### src/rtl/npc_pkg.sv
// Shared definitions for the NPC core blocks: sequencer state encoding,
// special instruction encodings and the default reset PC.
package npc_pkg;

    typedef enum logic [2:0] {
        IDLE  = 3'd0,
        FETCH = 3'd1,
        WAIT  = 3'd2,
        EXEC  = 3'd3,
        HALT  = 3'd4
    } npc_state_e;

    localparam logic [31:0] INST_EBREAK      = 32'h0010_0073;
    localparam logic [31:0] RESET_PC_DEFAULT = 32'h8000_0000;

endpackage

### src/rtl/npc_perf_cnt.sv
// Free-running 64-bit cycle and retired-instruction counters for the NPC
// sequencer; both wrap naturally at 2^64.
module npc_perf_cnt (
    input  logic        clk,
    input  logic        rst,
    input  logic        cycle_en,
    input  logic        retire_en,
    output logic [63:0] perf_cycle,
    output logic [63:0] perf_instret
);

    always_ff @(posedge clk or posedge rst) begin
        if (rst) begin
            perf_cycle   <= 64'd0;
            perf_instret <= 64'd0;
        end else begin
            if (cycle_en)
                perf_cycle <= perf_cycle + 64'd1;
            if (retire_en)
                perf_instret <= perf_instret + 64'd1;
        end
    end

endmodule

### src/rtl/npc_ctrl.sv
// Multi-cycle sequencer for the NPC core: fetch, latch, execute/commit, halt.
// Optional performance counters are built when NPC_CTRL_PERF_EN is defined.
module npc_ctrl
    import npc_pkg::*;
#(
    parameter int                  DATA_LEN = 32,
    parameter logic [DATA_LEN-1:0] RESET_PC = DATA_LEN'(RESET_PC_DEFAULT)
) (
    input  logic                clk,
    input  logic                rst,
    output logic                inst_req_valid,
    output logic [DATA_LEN-1:0] inst_req_addr,
    input  logic                inst_req_ready,
    input  logic                inst_rsp_valid,
    input  logic [31:0]         inst_rsp_data,
    output logic [31:0]         inst,
    input  logic                dec_op,
    input  logic [4:0]          dec_rd,
    input  logic [DATA_LEN-1:0] exu_result,
    input  logic [DATA_LEN-1:0] a0_val,
    output logic                rf_wen,
    output logic [4:0]          rf_waddr,
    output logic [DATA_LEN-1:0] rf_wdata,
    output logic [DATA_LEN-1:0] pc,
    output logic                halt,
    output logic                halt_illegal,
    output logic [DATA_LEN-1:0] halt_ret
`ifdef NPC_CTRL_PERF_EN
    ,
    output logic [63:0]         perf_cycle,
    output logic [63:0]         perf_instret
`endif
);

    npc_state_e state_q, state_d;
    logic       is_ebreak;
    logic       exec_retire;

    assign is_ebreak     = (inst == INST_EBREAK);
    assign exec_retire   = (state_q == EXEC) && !is_ebreak && dec_op;
    assign inst_req_addr = pc;

    always_ff @(posedge clk or posedge rst) begin
        if (rst)
            state_q <= IDLE;
        else
            state_q <= state_d;
    end

    always_comb begin
        state_d = state_q;
        case (state_q)
            IDLE:  state_d = FETCH;
            FETCH: if (inst_req_ready) state_d = WAIT;
            WAIT:  if (inst_rsp_valid) state_d = EXEC;
            EXEC:  state_d = exec_retire ? FETCH : HALT;
            HALT:  state_d = HALT;
            default: state_d = IDLE;
        endcase
    end

    // Valid is decoded from state alone, so ready never feeds back into it.
    always_comb begin
        inst_req_valid = 1'b0;
        rf_wen         = 1'b0;
        rf_waddr       = 5'd0;
        rf_wdata       = '0;
        if (state_q == FETCH)
            inst_req_valid = 1'b1;
        if (exec_retire) begin
            rf_waddr = dec_rd;
            rf_wdata = exu_result;
            rf_wen   = (dec_rd != 5'd0);
        end
    end

    // PC, instruction register and sticky halt information.
    always_ff @(posedge clk or posedge rst) begin
        if (rst) begin
            pc           <= RESET_PC;
            inst         <= 32'h0;
            halt         <= 1'b0;
            halt_illegal <= 1'b0;
            halt_ret     <= '0;
        end else begin
            if (state_q == WAIT && inst_rsp_valid)
                inst <= inst_rsp_data;
            if (state_q == EXEC) begin
                if (is_ebreak) begin
                    halt     <= 1'b1;
                    halt_ret <= a0_val;
                end else if (dec_op) begin
                    pc <= pc + DATA_LEN'(4);
                end else begin
                    halt         <= 1'b1;
                    halt_illegal <= 1'b1;
                    halt_ret     <= pc;
                end
            end
        end
    end

`ifdef NPC_CTRL_PERF_EN
    npc_perf_cnt u_perf_cnt (
        .clk          (clk),
        .rst          (rst),
        .cycle_en     (state_q != HALT),
        .retire_en    (exec_retire),
        .perf_cycle   (perf_cycle),
        .perf_instret (perf_instret)
    );
`endif

endmodule

### config.mk
export PLATFORM = sky130hd
export DESIGN_NAME = npc_ctrl
export DESIGN_NICKNAME = d
export VERILOG_FILES = /design/src/rtl/npc_pkg.sv /design/src/rtl/npc_perf_cnt.sv /design/src/rtl/npc_ctrl.sv
export SDC_FILE = /design/constraint.sdc
export NUM_CORES = 1
export LEC_CHECK = 0
export BUFFER_PORTS_ARGS = -buffer_cell sky130_fd_sc_hd__buf_2
export CAP_MARGIN = 20
export CORE_MARGIN = 3
export CORE_UTILIZATION = 48
export DETAILED_ROUTE_END_ITERATION = 16
export PLACE_DENSITY = 0.95
export SLEW_MARGIN = 20
export SYNTH_ARGS = -nofsm -noshare
export SYNTH_HDL_FRONTEND = slang
export SYNTH_SLANG_ARGS = --single-unit
### constraint.sdc
create_clock -name clk -period 5.7 [get_ports clk]
set_input_delay 0.57 -clock clk [delete_from_list [all_inputs] [get_ports clk]]
set_output_delay 0.57 -clock clk [all_outputs]
set_load 0.03 [all_outputs]
After elaboration in Yosys (flattened, before gate mapping)
Cells that the tools add are included.

word-level totals
  bits in latches = 0
  word-level logic and storage cells = 39
  input port bits = 106
  memories = 0
  ROM bits = 0
  register bits after elaboration = 101
  bits in writable memories = 0

cells by class
  multiplexer cells = 12
  $mul = 0
  eq/ne operators = 8
  div/mod/pow operators = 0
  add/sub/neg operators = 1
  shift-type cells = 0
  bitwise logic cells = 2
  reduce and logical (&&, ||, !) cells = 10
  order comparisons = 0

operator list
  operator                                                                 count
  32-bit two-way mux                                                       3
  32-bit by 3-bit adder with 32-bit output, second input constant          1
  32-bit by 21-bit equality test with 1-bit output, second input constant  1
  3-bit case mux with 5 select lines                                       1
  3-bit two-way mux                                                        3
  3-bit by 2-bit equality test with 1-bit output, second input constant    2
  3-bit AND reduction                                                      2
  5-bit two-way mux                                                        1
  5-bit nonzero test                                                       1
  1-bit two-way mux                                                        4
  2-bit inequality test, second input constant                             2
  2-bit AND reduction                                                      2
  3-bit by 1-bit equality test with 1-bit output, second input constant    1
  3-bit equality test, second input constant                               1
  1-bit logical AND                                                        3
  3-bit logical NOT                                                        1
  2-bit by 1-bit inequality test with 1-bit output, second input constant  1
  1-bit NOT                                                                2
  1-bit logical NOT                                                        1

Logic depth before layout (Yosys ltp)
Gate-level depths: netlist of the first run.

  depth after elaboration = 6
  mapped depth = 7
  mapped depth without buffers = 5

Least setup slack after synthesis of the first run
OpenSTA, ideal clock, no wires.

  kind = register -> output
  start = register inst[23]
  end = output port rf_waddr[0]
  data required time = 5.130 ns
  path slack = 3.311 ns
  buffers on the path = 2
  stages on the path, launching flop included = 7
  arrival = 1.819 ns
  cell sequence = dfrtp_1 -> nor4b_1 -> nand4_1 -> o21a_1 -> clkbuf_1 -> clkbuf_1 -> and2_1

on the way
  word-level cells in the longest chain between the ends = 5

ends and longest elaborated chain
  what                                              RTL line        text
  start: declaration                                npc_ctrl.sv:16  output logic [31:0] inst,
  start signal: assignment                          npc_ctrl.sv:87  inst <= inst_rsp_data;
  32-bit by 21-bit equality test with 1-bit output  npc_ctrl.sv:39  assign is_ebreak = (inst == INST_EBREAK);
  1-bit logical NOT                                 npc_ctrl.sv:40  assign exec_retire = (state_q == EXEC) && !is_ebreak && dec_op;
  1-bit logical AND (2 in series)                   npc_ctrl.sv:40
  5-bit two-way mux                                 npc_ctrl.sv:70  if (exec_retire) begin
  end: declaration                                  npc_ctrl.sv:22  output logic [4:0] rf_waddr,

Every way passes these cells.

Final worst setup path of the first run
  start = register inst[26]
  end = output port rf_wdata[26]

on the way
  word-level cells in the longest chain between the ends = 5

ends and longest elaborated chain
  what                                              RTL line        text
  32-bit by 21-bit equality test with 1-bit output  npc_ctrl.sv:39
  1-bit logical NOT                                 npc_ctrl.sv:40
  1-bit logical AND (2 in series)                   npc_ctrl.sv:40
  32-bit two-way mux                                npc_ctrl.sv:70
  end: declaration                                  npc_ctrl.sv:23  output logic [DATA_LEN-1:0] rf_wdata,

Every way passes these cells.

==> metrics.yaml, run 1 <==
clock_latency_ns: 0.37
clkTransAtPathRegs_ns: 0.12
place_worst_setup_slack_ns: 3.18
synth_top_area_share_pct: 50.3
cts_resized: 0
r2r_end: "halt_ret[11]$_DFFE_PP0P_"
netlist_top_cells_count: "dfrtp_1, inv_1, and2_1"
clock_skew_ns: 0.0222
syn_inst: 461
power_density_nw_per_um2: 444
grt-busiest-layer: "met2"
io_pins: 275
syn_area_um2: 4870
design_area_um2: 6290
start_util_pct: 49.6
port_buffers: 270
cts_tree: "yes"
synth.most_common_cell: "dfrtp_1"
vias: 4222
synthTopCellsByArea: "dfrtp_1, mux2_2, inv_1"
arrival_ns: 2.34
reg2regPathDepth: 6
finalSetupTns_ns: 0
status: "finished, final reports clean"
hold_viol: 0
grt_pass1_vias: 4265
first_pass_iters: 5
yosys_most_used_dff: "dfrtp_1"
grt_util_met2_pct: 43.7
cts_buffer_depth: 2
fill_cells: 835
synth-edff-count: 0
required_ns: 5.13
slew_headroom_pct: 39.9
rrSetupSlack_ns: 3.22
met3_usage_pct: 3.79
grt_max_degree: 56
syn_to_final_growth_pct: 29.2
worst_pin_slew_ns: 0.901
hold_ws_ns: 0.239
htreeDepth: 3
stdcell_count: 836
placement_rows: 36
cap_violations: 0
start_kind: "flip-flop"
fin_nets: 805
core_um2: 9820
use_met1_pct: 28.5
setup_viol: 0
finalPower_mw: 2.80
wl_per_cell_um: 16.4
dieHeight_um: 107
postCtsSetupBuffers: 0
path_class: "reg2out"
fmax_ghz: 0.344
crit_fanout: 55
drt_wl_total_um: 13700
power.leakage_nw: 3.36
slew_violations: 0
fin_crit_sh_pct: 51.0
overflow: 0
synth_top_cell_by_area: "dfrtp_1"
numCtsBuffers: 9
placed_area_um2: 6100
die_w_um: 107
end_kind: "output port"
fin_util_pct: 64.1
max-vdd-ir-drop_mv: 0.378
gp_congestion: 0.774
cts.sinks: 99
yosysSeqAreaShare_pct: 50.9
drive_gt1_share_pct: 47.1
n_antenna_cell: 0
die-area_um2: 11400
yosysWarnings: 0
cts_hold_buf: 0
ys_ff_latch: 99
root_buffer: "clkbuf_8"
place.detailed.hpwl_um: 10500
hp-class: "in2async"
synth-async-reset-ratio_pct: 100
min_period_ns: 2.91
layout_setup_ws_ns: 2.79
grt_use_total_pct: 23.8
rsz0062_at_grt: "false"
r2r-start: "inst[26]$_DFFE_PP0P_"
antenna_found_initial: 0
avgViaCountPerCell: 5.05
cp-startpoint: "inst[26]$_DFFE_PP0P_"
synth_area_per_cell_um2: 10.6
drcViolationCount: 0
postRouteAntennaNets: 0
synth_cell_types: 39
dp_cells: 820
first_iter_violations: 250
grt_first_pass_wirelength_um: 21500
==> layer usage <==
metal / routed length, um / vias up
met5: 0 / -
li1: - / 1985
met2: 7370 / 189
met3: 987 / 18
met4: 242 / 0
met1: 5130 / 2030
==> sequential cells by signal, indices dropped and copies added, names as in the netlist <==
register,cells
inst,32
inst_req_addr,30
state_q,3
halt_ret,32
halt,1
halt_illegal,1
==> where the power goes <==
part / switching (mW) / internal, mW / leakage, nW
logic: 0.842 / 0.431 / 2.13
registers: 0.172 / 0.910 / 1.13
clock network: 0.269 / 0.171 / 0.100
==> critical path, stage by stage (launching register included) <==
cell and delay [ns]:
dfrtp_1 0.41, nor4b_1 0.36, nand4_1 0.26, o21a_1 0.26, buf_4 0.26, and2_1 0.23, buf_2 0.17
==> cells in the final DEF (no fill, tap or decap), types with 4 or more instances in the layout <==
cell,n
nand3_1,11
a222oi_1,30
nor4_1,11
dfrtp_1,98
buf_4,6
nand2_1,7
xnor2_1,29
nand4_1,9
nor2_1,7
mux2_2,32
inv_1,91
clkbuf_8,9
conb_1,4
buf_2,270
and2_1,37
nor3_1,9
==> worst max-delay path by stage <==
| stage | to | slack, ns | cells past startpoint |
|---|---|---|---|
| finish | rf_wdata[26] | 2.79 | 6 |
| global route | rf_wdata[27] | 2.59 | 6 |
| CTS | rf_wdata[26] | 2.77 | 6 |
| detailed placement | rf_wdata[26] | 3.18 | 6 |
| global placement | rf_wdata[17] | 3.25 | 6 |
| floorplan | halt$_DFFE_PP0P_ | 2.54 | 1 |
==> cell type report <==
| cell class | instances | area, um^2 | area share (%) |
|---|---|---|---|
| Inverter | 92 | 348 | 5.53 |
| Tap cell | 133 | 166 | 2.64 |
| Clock inverter | 7 | 70.1 | 1.11 |
| Timing Repair Buffer | 276 | 1400 | 22.2 |
| Sequential cell | 99 | 2480 | 39.4 |
| Multi-Input combinational cell | 220 | 1710 | 27.2 |
| Clock buffer | 9 | 124 | 1.97 |
==> logic make-up (layout without fill, tap and decap cells) <==
| logic type | after synthesis | in the layout | share of synthesized area [%] |
|---|---|---|---|
| mux | 32 | 32 | 7.40 |
| buf+inv | 145 | 384 | 14.5 |
| flops | 99 | 99 | 50.9 |
| simple gates | 112 | 112 | 13.7 |
| compound gates | 42 | 42 | 7.99 |
| other cells | 1 | 4 | 0.0770 |
| fa+ha+maj | 1 | 1 | 0.257 |
| xor+xnor | 29 | 29 | 5.21 |
(Power assumes the default switching activity.)
==> run 2, diff against run 1 <==
--- a/config.mk
+++ b/config.mk
@@ -8,9 +8,9 @@
 export BUFFER_PORTS_ARGS = -buffer_cell sky130_fd_sc_hd__buf_2
 export CAP_MARGIN = 20
 export CORE_MARGIN = 3
-export CORE_UTILIZATION = 48
+export CORE_UTILIZATION = 40
 export DETAILED_ROUTE_END_ITERATION = 16
-export PLACE_DENSITY = 0.95
+export PLACE_DENSITY = 0.86
 export SLEW_MARGIN = 20
 export SYNTH_ARGS = -nofsm -noshare
 export SYNTH_HDL_FRONTEND = slang
==> constraint.sdc (replaced) <==
create_clock -name clk -period 2.6 [get_ports clk]
set_input_delay 0.26 -clock clk [delete_from_list [all_inputs] [get_ports clk]]
set_output_delay 0.26 -clock clk [all_outputs]
set_load 0.03 [all_outputs]
==> run 2 against run 1 <==
Net effect: sequential power increased by 120%; clock power increased to 3.1 times the previous value; hold slack got worse by 0.086 ns; total power increased by 130%; setup slack got worse by 2.6 ns; clock-buffer cell count increased by 4; utilization decreased by 8.0 points.
==> metrics.yaml, run 2 (synthesis gave the netlist of run 1 again) <==
fmax_ghz: 0.418
numCtsBuffers: 9  # unchanged
stdcell_count: 857  # was 836
finalSetupTns_ns: 0  # unchanged
core_um2: 11700  # was 9820 um^2
n_antenna_cell: 0  # unchanged
die_w_um: 116  # was 107 um
slew_headroom_pct: 46.9  # was 39.9%
fin_crit_sh_pct: 92.0
status: "finished, final reports clean"  # unchanged
grt_pass1_vias: 4111  # was 4265
antenna_found_initial: 0  # unchanged
final_cell_mix: "buf_2, dfrtp_1, inv_1, and2_1, mux2_2"  # unchanged
drcViolationCount: 0  # unchanged
path_class: "reg2out"  # unchanged
htreeDepth: 3  # unchanged
io_pins: 275  # unchanged
arrival_ns: 2.13  # was 2.34 ns
drive_gt1_share_pct: 48.0  # was 47.1%
regArea_um2: 2480  # unchanged
multi_input_area_um2: 1750  # was 1710 um^2
cts.sinks: 99  # unchanged
min_period_ns: 2.39
wl_per_cell_um: 16.6  # was 16.4 um
root_buffer: "clkbuf_16"  # was clkbuf_8
die-area_um2: 13500  # was 11400 um^2
slew_violations: 0  # unchanged
worst_pin_slew_ns: 0.789  # was 0.901 ns
gp_congestion: 0.847  # was 0.774
start_util_pct: 41.8  # was 49.6%
place.detailed.hpwl_um: 10900  # was 10500 um
fill_cells: 1036  # was 835
clkTransAtPathRegs_ns: 0.07  # was 0.12 ns
dieHeight_um: 116  # was 107 um
power.leakage_nw: 3.47  # was 3.36 nW
final_common_cell: "buf_2"  # unchanged
hold_viol: 0  # unchanged
start_kind: "flip-flop"  # unchanged
cts_buffer_depth: 2  # unchanged
syn_to_final_growth_pct: 34.3  # was 29.2%
avgViaCountPerCell: 4.90  # was 5.05
clock_skew_ns: 0.00856  # was 0.0222 ns
vias: 4201  # was 4222
power_density_nw_per_um2: 1000  # was 444 nW/um^2
cap_violations: 0  # unchanged
grt_max_degree: 53  # was 56
cts_tree: "yes"  # unchanged
fin_util_pct: 56.1  # was 64.1%
postRouteAntennaNets: 0  # unchanged
grt_use_total_pct: 20.3  # was 23.8%
dp_cells: 837  # was 820
port_buffers: 270  # unchanged
placement_rows: 39  # was 36
clock_latency_ns: 0.33  # was 0.37 ns
drt_wl_total_um: 14200  # was 13700 um
overflow: 0  # unchanged
fin_nets: 816  # was 805
first_iter_violations: 295  # was 250
max-vdd-ir-drop_mv: 0.594  # was 0.378 mV
grt_first_pass_wirelength_um: 21100  # was 21500 um
required_ns: 2.34  # was 5.13 ns
first_pass_iters: 4  # was 5
rsz0062_at_grt: "false"  # unchanged
setup_viol: 0  # unchanged
end_kind: "output port"  # unchanged
hp-class: "in2reg"  # was in2async
crit_fanout: 24  # was 55
rrSetupSlack_ns: 0.27  # was 3.22 ns
[run 2: cell types whose count changed in the layout (fill, tap and decap cells not counted), moves of 2 or more]
| cell | before | now |
|---|---|---|
| buf_4 | 6 | 15 |
| clkbuf_16 | 0 | 9 |
| clkbuf_8 | 9 | 3 |
| clkinvlp_4 | 0 | 2 |
| inv_8 | 2 | 0 |
| o21a_4 | 0 | 2 |
[run 2: cell type report]
cell class	count	area share, %
flip-flops and latches	99	37.9
multi-input cells	221	26.7
repair buffers	286	22.5
inverters	92	5.33
clock buffers	13	4.13
well taps	143	2.73
clock inverters	3	0.707
[run 2: timing repair]
item,in CTS,in global routing
resized for setup,1,3
buffers inserted,1,1
endpoints found under the hold margin,5,0
endpoints found under the setup margin,38,16
pin swaps,1,1
gates cloned,1,0
hold buffers,1,0
[run 2: worst paths after layout]
check | end | from | depth (start not counted)
min in group asynchronous | halt_ret[29]$_DFFE_PP0P_ | rst | 3
min reg2reg | halt$_DFFE_PP0P_ | halt$_DFFE_PP0P_ | 1
max reg2reg | halt_ret[15]$_DFFE_PP0P_ | inst[11]$_DFFE_PP0P_ | 7
max | rf_wdata[26] | state_q[2]$_DFFE_PP0P_ | 5
max in group asynchronous | inst_req_addr[3]$_DFFE_PP0P_ | rst | 4
min | inst[31]$_DFFE_PP0P_ | inst_rsp_data[31] | 2
[run 2: per-layer routing]
layer  track usage [%]  wire length, um  vias up
met5                 0                0        -
met4              6.96              323        0
met3              3.99              848       14
met2              37.8             7640      178
met1              23.1             5370     1996
li1                  -                -     2013
[run 2: report_power, final]
part	total [mW]	internal, mW	switching (mW)
Sequential	2.35	2.00	0.346
Combinational	2.83	0.971	1.86
Clock	1.38	0.827	0.549
Total	6.55	3.80	2.75
[run 2: metrics by stage]
stage	power [mW]	setup WS, ns	hold WS (ns)	area, um^2
after floorplan	4.34	0.521	0.393	4890
after global placement	5.14	0.0959	0.168	6170
after detailed placement	5.21	0.209	0.171	6170
after CTS	6.61	0.0417	0.135	6520
after global routing	6.91	0.0447	0.137	6540
final	6.55	0.207	0.153	6540
[run 2: critical path: stages (launching register included)]
cell and delay, ns:
dfrtp_1 0.44, nand3b_1 0.27, nor2_1 0.37, o21a_4 0.32, and2_1 0.20, buf_2 0.21
